`src/rtl/neighbor_selector.sv`:
```
// neighbor_selector: scans the neighbor table over its read port and selects
// the best next hop (highest Q, then fewest hops, then lowest index).
// Optional build macro: ENERGY_FILTER_EN adds an energyThreshold input and
// skips entries whose energy is below it.
module neighbor_selector #(
    parameter int WORD_WIDTH    = 16,
    parameter int MAX_NEIGHBORS = 32,
    localparam int AW = $clog2(MAX_NEIGHBORS),
    localparam int CW = $clog2(MAX_NEIGHBORS + 1)
) (
    input  logic                  clk,
    input  logic                  rst,
    input  logic                  start,
    input  logic                  HB_Reset,
    input  logic [CW-1:0]         numNeighbors,
`ifdef ENERGY_FILTER_EN
    input  logic [WORD_WIDTH-1:0] energyThreshold,
`endif
    output logic                  rd_en,
    output logic [AW-1:0]         rd_addr,
    input  logic [WORD_WIDTH-1:0] mNodeID,
    input  logic [WORD_WIDTH-1:0] mNodeHops,
    input  logic [WORD_WIDTH-1:0] mNodeQValue,
    input  logic [WORD_WIDTH-1:0] mNodeEnergy,
    input  logic [WORD_WIDTH-1:0] mNodeCHHops,
    output logic                  busy,
    output logic                  done,
    output logic                  found,
    output logic [WORD_WIDTH-1:0] bestID,
    output logic [WORD_WIDTH-1:0] bestQValue,
    output logic [WORD_WIDTH-1:0] bestHops,
    output logic [WORD_WIDTH-1:0] bestCHHops,
    output logic [AW-1:0]         bestIndex
);

    typedef enum logic [1:0] {
        S_IDLE,
        S_ISSUE,
        S_DRAIN,
        S_DONE
    } state_t;

    localparam logic [WORD_WIDTH-1:0] HOPS_NONE = {WORD_WIDTH{1'b1}};
    localparam logic [CW-1:0]         N_MAX     = CW'(MAX_NEIGHBORS);

    state_t                state_q, state_d;
    logic [CW-1:0]         n_q, n_d;
    logic                  rd_en_q, rd_en_d;
    logic [AW-1:0]         rd_addr_q, rd_addr_d;
    // Read data returns one cycle after the strobe; these track that slot.
    logic                  vld_q, vld_d;
    logic [AW-1:0]         vld_idx_q, vld_idx_d;
    logic                  cand_vld_q, cand_vld_d;
    logic [WORD_WIDTH-1:0] cand_id_q, cand_id_d;
    logic [WORD_WIDTH-1:0] cand_qv_q, cand_qv_d;
    logic [WORD_WIDTH-1:0] cand_hops_q, cand_hops_d;
    logic [WORD_WIDTH-1:0] cand_ch_q, cand_ch_d;
    logic [AW-1:0]         cand_idx_q, cand_idx_d;
    logic                  busy_q, busy_d;
    logic                  done_q, done_d;
    logic                  found_q, found_d;
    logic [WORD_WIDTH-1:0] best_id_q, best_id_d;
    logic [WORD_WIDTH-1:0] best_qv_q, best_qv_d;
    logic [WORD_WIDTH-1:0] best_hops_q, best_hops_d;
    logic [WORD_WIDTH-1:0] best_ch_q, best_ch_d;
    logic [AW-1:0]         best_idx_q, best_idx_d;

    logic                  qualify;
    logic                  take;
    logic                  last_addr;
    logic [CW-1:0]         n_clamped;

    // Decide whether the entry returning this cycle displaces the candidate.
    always_comb begin
`ifdef ENERGY_FILTER_EN
        qualify = (mNodeEnergy >= energyThreshold);
`else
        qualify = 1'b1;
`endif
        take = vld_q && qualify &&
               (!cand_vld_q ||
                (mNodeQValue > cand_qv_q) ||
                ((mNodeQValue == cand_qv_q) && (mNodeHops < cand_hops_q)));
        last_addr = ({{(CW-AW){1'b0}}, rd_addr_q} == (n_q - CW'(1)));
        n_clamped = (numNeighbors > N_MAX) ? N_MAX : numNeighbors;
    end

    // Next-state logic: scan sequencing, candidate tracking and result latch.
    always_comb begin
        state_d     = state_q;
        n_d         = n_q;
        rd_en_d     = rd_en_q;
        rd_addr_d   = rd_addr_q;
        vld_d       = rd_en_q;
        vld_idx_d   = rd_addr_q;
        cand_vld_d  = cand_vld_q;
        cand_id_d   = cand_id_q;
        cand_qv_d   = cand_qv_q;
        cand_hops_d = cand_hops_q;
        cand_ch_d   = cand_ch_q;
        cand_idx_d  = cand_idx_q;
        busy_d      = busy_q;
        done_d      = 1'b0;
        found_d     = found_q;
        best_id_d   = best_id_q;
        best_qv_d   = best_qv_q;
        best_hops_d = best_hops_q;
        best_ch_d   = best_ch_q;
        best_idx_d  = best_idx_q;

        if (take) begin
            cand_vld_d  = 1'b1;
            cand_id_d   = mNodeID;
            cand_qv_d   = mNodeQValue;
            cand_hops_d = mNodeHops;
            cand_ch_d   = mNodeCHHops;
            cand_idx_d  = vld_idx_q;
        end

        case (state_q)
            S_IDLE: begin
                if (start) begin
                    n_d         = n_clamped;
                    busy_d      = 1'b1;
                    cand_vld_d  = 1'b0;
                    cand_id_d   = '0;
                    cand_qv_d   = '0;
                    cand_hops_d = HOPS_NONE;
                    cand_ch_d   = HOPS_NONE;
                    cand_idx_d  = '0;
                    if (n_clamped == '0) begin
                        state_d = S_DRAIN;
                    end else begin
                        state_d   = S_ISSUE;
                        rd_en_d   = 1'b1;
                        rd_addr_d = '0;
                    end
                end
            end
            S_ISSUE: begin
                if (last_addr) begin
                    rd_en_d = 1'b0;
                    state_d = S_DRAIN;
                end else begin
                    rd_addr_d = rd_addr_q + AW'(1);
                end
            end
            S_DRAIN: begin
                // The last entry's compare result is folded straight into the
                // outputs so they are valid in the same cycle as done.
                state_d     = S_DONE;
                done_d      = 1'b1;
                found_d     = cand_vld_d;
                best_id_d   = cand_id_d;
                best_qv_d   = cand_qv_d;
                best_hops_d = cand_hops_d;
                best_ch_d   = cand_ch_d;
                best_idx_d  = cand_idx_d;
            end
            default: begin
                busy_d  = 1'b0;
                state_d = S_IDLE;
            end
        endcase

        // Heartbeat reset wins over everything, including a same-cycle start.
        if (HB_Reset) begin
            state_d     = S_IDLE;
            rd_en_d     = 1'b0;
            vld_d       = 1'b0;
            busy_d      = 1'b0;
            done_d      = 1'b0;
            cand_vld_d  = 1'b0;
            found_d     = 1'b0;
            best_id_d   = '0;
            best_qv_d   = '0;
            best_hops_d = HOPS_NONE;
            best_ch_d   = HOPS_NONE;
            best_idx_d  = '0;
        end
    end

    // State register with synchronous reset.
    always_ff @(posedge clk) begin
        if (rst) begin
            state_q     <= S_IDLE;
            n_q         <= '0;
            rd_en_q     <= 1'b0;
            rd_addr_q   <= '0;
            vld_q       <= 1'b0;
            vld_idx_q   <= '0;
            cand_vld_q  <= 1'b0;
            cand_id_q   <= '0;
            cand_qv_q   <= '0;
            cand_hops_q <= HOPS_NONE;
            cand_ch_q   <= HOPS_NONE;
            cand_idx_q  <= '0;
            busy_q      <= 1'b0;
            done_q      <= 1'b0;
            found_q     <= 1'b0;
            best_id_q   <= '0;
            best_qv_q   <= '0;
            best_hops_q <= HOPS_NONE;
            best_ch_q   <= HOPS_NONE;
            best_idx_q  <= '0;
        end else begin
            state_q     <= state_d;
            n_q         <= n_d;
            rd_en_q     <= rd_en_d;
            rd_addr_q   <= rd_addr_d;
            vld_q       <= vld_d;
            vld_idx_q   <= vld_idx_d;
            cand_vld_q  <= cand_vld_d;
            cand_id_q   <= cand_id_d;
            cand_qv_q   <= cand_qv_d;
            cand_hops_q <= cand_hops_d;
            cand_ch_q   <= cand_ch_d;
            cand_idx_q  <= cand_idx_d;
            busy_q      <= busy_d;
            done_q      <= done_d;
            found_q     <= found_d;
            best_id_q   <= best_id_d;
            best_qv_q   <= best_qv_d;
            best_hops_q <= best_hops_d;
            best_ch_q   <= best_ch_d;
            best_idx_q  <= best_idx_d;
        end
    end

    assign rd_en      = rd_en_q;
    assign rd_addr    = rd_addr_q;
    assign busy       = busy_q;
    assign done       = done_q;
    assign found      = found_q;
    assign bestID     = best_id_q;
    assign bestQValue = best_qv_q;
    assign bestHops   = best_hops_q;
    assign bestCHHops = best_ch_q;
    assign bestIndex  = best_idx_q;

endmodule
```
`config.mk`:
```
export PLATFORM = sky130hd
export DESIGN_NAME = neighbor_selector
export DESIGN_NICKNAME = d
export VERILOG_FILES = /design/src/rtl/neighbor_selector.sv
export SDC_FILE = /design/constraint.sdc
export NUM_CORES = 1
export LEC_CHECK = 0
export BUFFER_PORTS_ARGS = -buffer_cell sky130_fd_sc_hd__buf_2
export CAP_MARGIN = 20
export CORE_MARGIN = 4
export CORE_UTILIZATION = 28
export CTS_CLUSTER_SIZE = 12
export DETAILED_ROUTE_END_ITERATION = 10
export RECOVER_POWER = 50
export SYNTH_ARGS = -nofsm -noshare
export SYNTH_HDL_FRONTEND = slang
export SYNTH_SLANG_ARGS = --single-unit
```
`constraint.sdc`:
```
create_clock -name clk -period 5.1 [get_ports clk]
set_input_delay 0.51 -clock clk [delete_from_list [all_inputs] [get_ports clk]]
set_output_delay 0.51 -clock clk [all_outputs]
set_load 0.02 [all_outputs]
```
==> run_results.csv <==
group,metric,value,unit
die,core_area,23600,um^2
setup_path,startpoint_type,"flip-flop",
die,io_pins,168,
placement,hpwlAfterDp,12.8,mm
setup_path,critPathMaxStageDelay,1.02,ns
die,start_util,28.7,%
setup_path,crit_buf_inv,3,
drt,vias_per_cell,4.99,
clock_tree,clock_sinks,162,
drt,first_pass_iters,5,
synthesis,synth_edf_count,0,
clock_tree,numCtsBuffers,17,
synthesis,syn_area,6780,um^2
setup_path,worst_path_max_delay_cell,"a32o_1",
pwr,power_density,346,nW/um^2
worst_hold_path,holdCritPathClass,"in -> reg",
clock_tree,cts_root_buf,"clkbuf_16",
setup_path,r2r_setup_slack,1.27,ns
setup_path,r2r_end,"bestHops[14]",
sta,hold_viol,0,
sta,tns,0,ns
synthesis,avgSynthCellArea,8.53,um^2
synthesis,synth_warnings,0,
setup_path,cp_cell_sequence,"inv_1, ha_1, nand4_1, nor4_1, clkbuf_1, o311a_1, a32o_1, buf_4, o21ai_0, a31oi_1",
finish,drive_above_1_share,13.1,%
global_routing,grt_start_max_net_pins,78,
setup_path,required,5.44,ns
sta,max_freq,0.261,GHz
clock_tree,h-tree-depth,4,
sta,worst_pin_slew,2.94,ns
clock_tree,ctsHoldBuffers,0,
synthesis,synthMuxAreaShare,0.295,%
setup_path,path_delay_family,"compound AO/OA/AOI/OAI gates",
synthesis,synth_compound_area_share,23.2,%
worst_hold_path,worstHoldStart,"mNodeHops[3]",
placement,gp_congestion,0.798,
die,dieArea,26800,um^2
synthesis,synthSimpleGateAreaFrac,15.5,%
clock_tree,cts_resized,0,
synthesis,synthAdderAreaFrac,6.83,%
global_routing,gr-total-overflow,0,
synthesis,synthDistinctLibCells,47,
setup_path,crit_fanout,39,
outcome,outcome,"finished with violations",
drt,routed_wl,19.4,mm
finish,syn_to_final_growth,23.2,%
finish,fillers,2498,
sta,whs,0.347,ns
sta,grt_setup_unrepaired,"no",
synthesis,syn_inst,794,
synthesis,ys_seq_area_share,47.9,%
sta,clock_skew,0.0136,ns
clock_tree,post_cts_buffers,0,
sta,setup_viol,0,
sta,max_slew_margin,-96.0,%
global_routing,grt_pass1_vias,5858,
worst_hold_path,hold_depth,3,
synthesis,async_reset_ff_share,0,%
drt,drc,0,
setup_path,timing.rr.start,"cand_qv_q[15]",
drt,drt_iter0_markers,382,
pwr,vdd_drop_max,0.000209,V
drt,detail_route.wl_per_cell,15.6,um
global_routing,antenna_found_initial,1,
worst_hold_path,hold_end,"cand_hops_q[3]",
clock_tree,cts_tree,"done",
finish,nets,1043,
clock_tree,clock_latency,0.43,ns
sta,period_minus_slack,3.83,ns
drt,num_vias,6229,
synthesis,synthFlopType,"dfxtp_1",
clock_tree,clock_path_buffers,2,
setup_path,setup.worst_path.end_class,"flip-flop",
setup_path,arrival,4.17,ns
die,die_x,164,um
die,fp.dieH,164,um
synthesis,synth-seq-cells,162,
setup_path,critPathKind,"reg -> reg",
placement,io_buffers,151,
sta,slew_viol_final,119,
pwr,p_leak,0.00325,uW
synthesis,syn_nets,921,
outcome,violations,"max-capacitance violations, max-slew violations",
synthesis,synth-xor-area-share,0.517,%
setup_path,r2r_cells,10,
drt,antenna_left,0,
global_routing,grt_pass1_wl,31.0,mm
clock_tree,clk_pin_slew_worst_paths,0.07,ns
synthesis,synth_top_family_by_area,"compound AO/OA/AOI/OAI gates",
global_routing,grt_use_total,14.5,%
die,row_count,56,
job,maxCapViolCount,2,
sta,min_period_over_period,75.1,%
-- routing by layer --
layer	up-vias	part of all wire, %	global-route usage, %	routed length (um)
met2	137	47	23.5	9090
met4	0	1.5	4.35	284
met5	-	0	0	0
met1	2947	47	19.5	9200
li1	3126	-	-	-
met3	19	4.5	3.18	867
-- cells in the final DEF, fill, tap and decap left out, types with 3 or more instances in the layout --
cell,Yosys,layout
ha_1,37,37
inv_6,0,6
buf_2,8,72
xnor2_1,4,4
and2_1,3,3
nor2b_1,5,5
nand2_1,15,15
nand3_1,103,103
a211oi_1,3,3
o21ai_0,106,106
o21ai_1,10,10
nand4_1,8,8
a21oi_1,63,62
buf_4,1,7
bufinv_16,0,3
a31oi_1,71,71
nor3b_1,6,6
inv_1,40,40
clkbuf_16,0,17
clkbuf_1,45,82
inv_8,0,3
dfxtp_1,162,162
nor2_1,56,55
nand2b_1,8,7
-- tightest hold or removal path: cells and delay by family --
family	cells	cell delay, ns
and+or+nand+nor	1	0.06
buffers and inverters	1	0.09
AOI/OAI and AO/OA	1	0.07
-- registers in the layout (all words and copies together), names as in the netlist, 6 cells and up --
register	flops
bestQValue	16
n_q	6
cand_qv_q	16
cand_ch_q	16
bestHops	16
bestCHHops	16
cand_id_q	16
cand_hops_q	16
bestID	16
-- kinds of logic after synthesis --
logic type	count (synthesis)
AO/OA/AOI/OAI	275
buffers and inverters	99
multiplexers	2
XOR/XNOR	4
adder cells (fa/ha/maj)	37
flip-flops	162
AND/OR/NAND/NOR	215
-- Yosys cell counts (all sizes together) (3+ instances only) --
library cell | instances | area, um^2
nand3 | 103 | 515
a311oi | 3 | 32.5
buf | 13 | 70.1
a211oi | 3 | 22.5
nor2b | 5 | 31.3
nand2b | 8 | 50.1
ha | 37 | 463
nor3b | 6 | 45.0
o21ai | 116 | 581
a21oi | 63 | 315
inv | 40 | 150
nand2 | 15 | 56.3
a31oi | 71 | 444
and2 | 3 | 18.8
dfxtp | 162 | 3240
nand4 | 8 | 50.1
clkbuf | 46 | 174
xnor2 | 4 | 35.0
nor2 | 56 | 210
-- power by group --
| part | internal, uW | switching (uW) | total, uW |
|---|---|---|---|
| registers | 1280 | 10.2 | 1290 |
| clock network | 800 | 595 | 1400 |
| logic | 71.7 | 129 | 201 |
| total | 2150 | 735 | 2890 |
-- through the flow --
step	area [um^2]	power [uW]	util (%)	cells	worst slack, ns
2_1_floorplan	6780	1440	-	794	2.39
3_3_place_gp	7820	1520	33.1	1216	1.53
3_5_place_dp	7820	1520	33.1	1216	1.50
4_1_cts	8460	2930	35.8	1248	1.73
5_1_grt	8350	3010	35.4	1249	0.786
6_report	8350	2890	35.4	1249	1.27
-- cell type report --
class / count / area, um^2 / area share, %
timing repair buffer: 162 / 741 / 8.87
antenna: 1 / 2.50 / 0.0300
inverter: 40 / 150 / 1.80
multi-input combinational: 533 / 3170 / 38.0
clock inverter: 15 / 218 / 2.61
sequential: 162 / 3240 / 38.8
tap: 319 / 399 / 4.78
clock buffer: 17 / 425 / 5.10
-- how the worst max path moves through the flow --
stage	cells past startpoint	endpoint	start	slack (ns)
after global routing	10	bestQValue[0]	cand_qv_q[15]	0.79
after global placement	10	bestHops[14]	mNodeQValue[15]	1.53
final	10	bestHops[14]	cand_qv_q[15]	1.27
after CTS	10	bestHops[14]	cand_qv_q[15]	1.73
after floorplan	9	bestHops[1]	mNodeHops[15]	2.39
after detailed placement	10	bestCHHops[13]	mNodeQValue[15]	1.50
No activity file was read; power rests on OpenSTA's default activity.
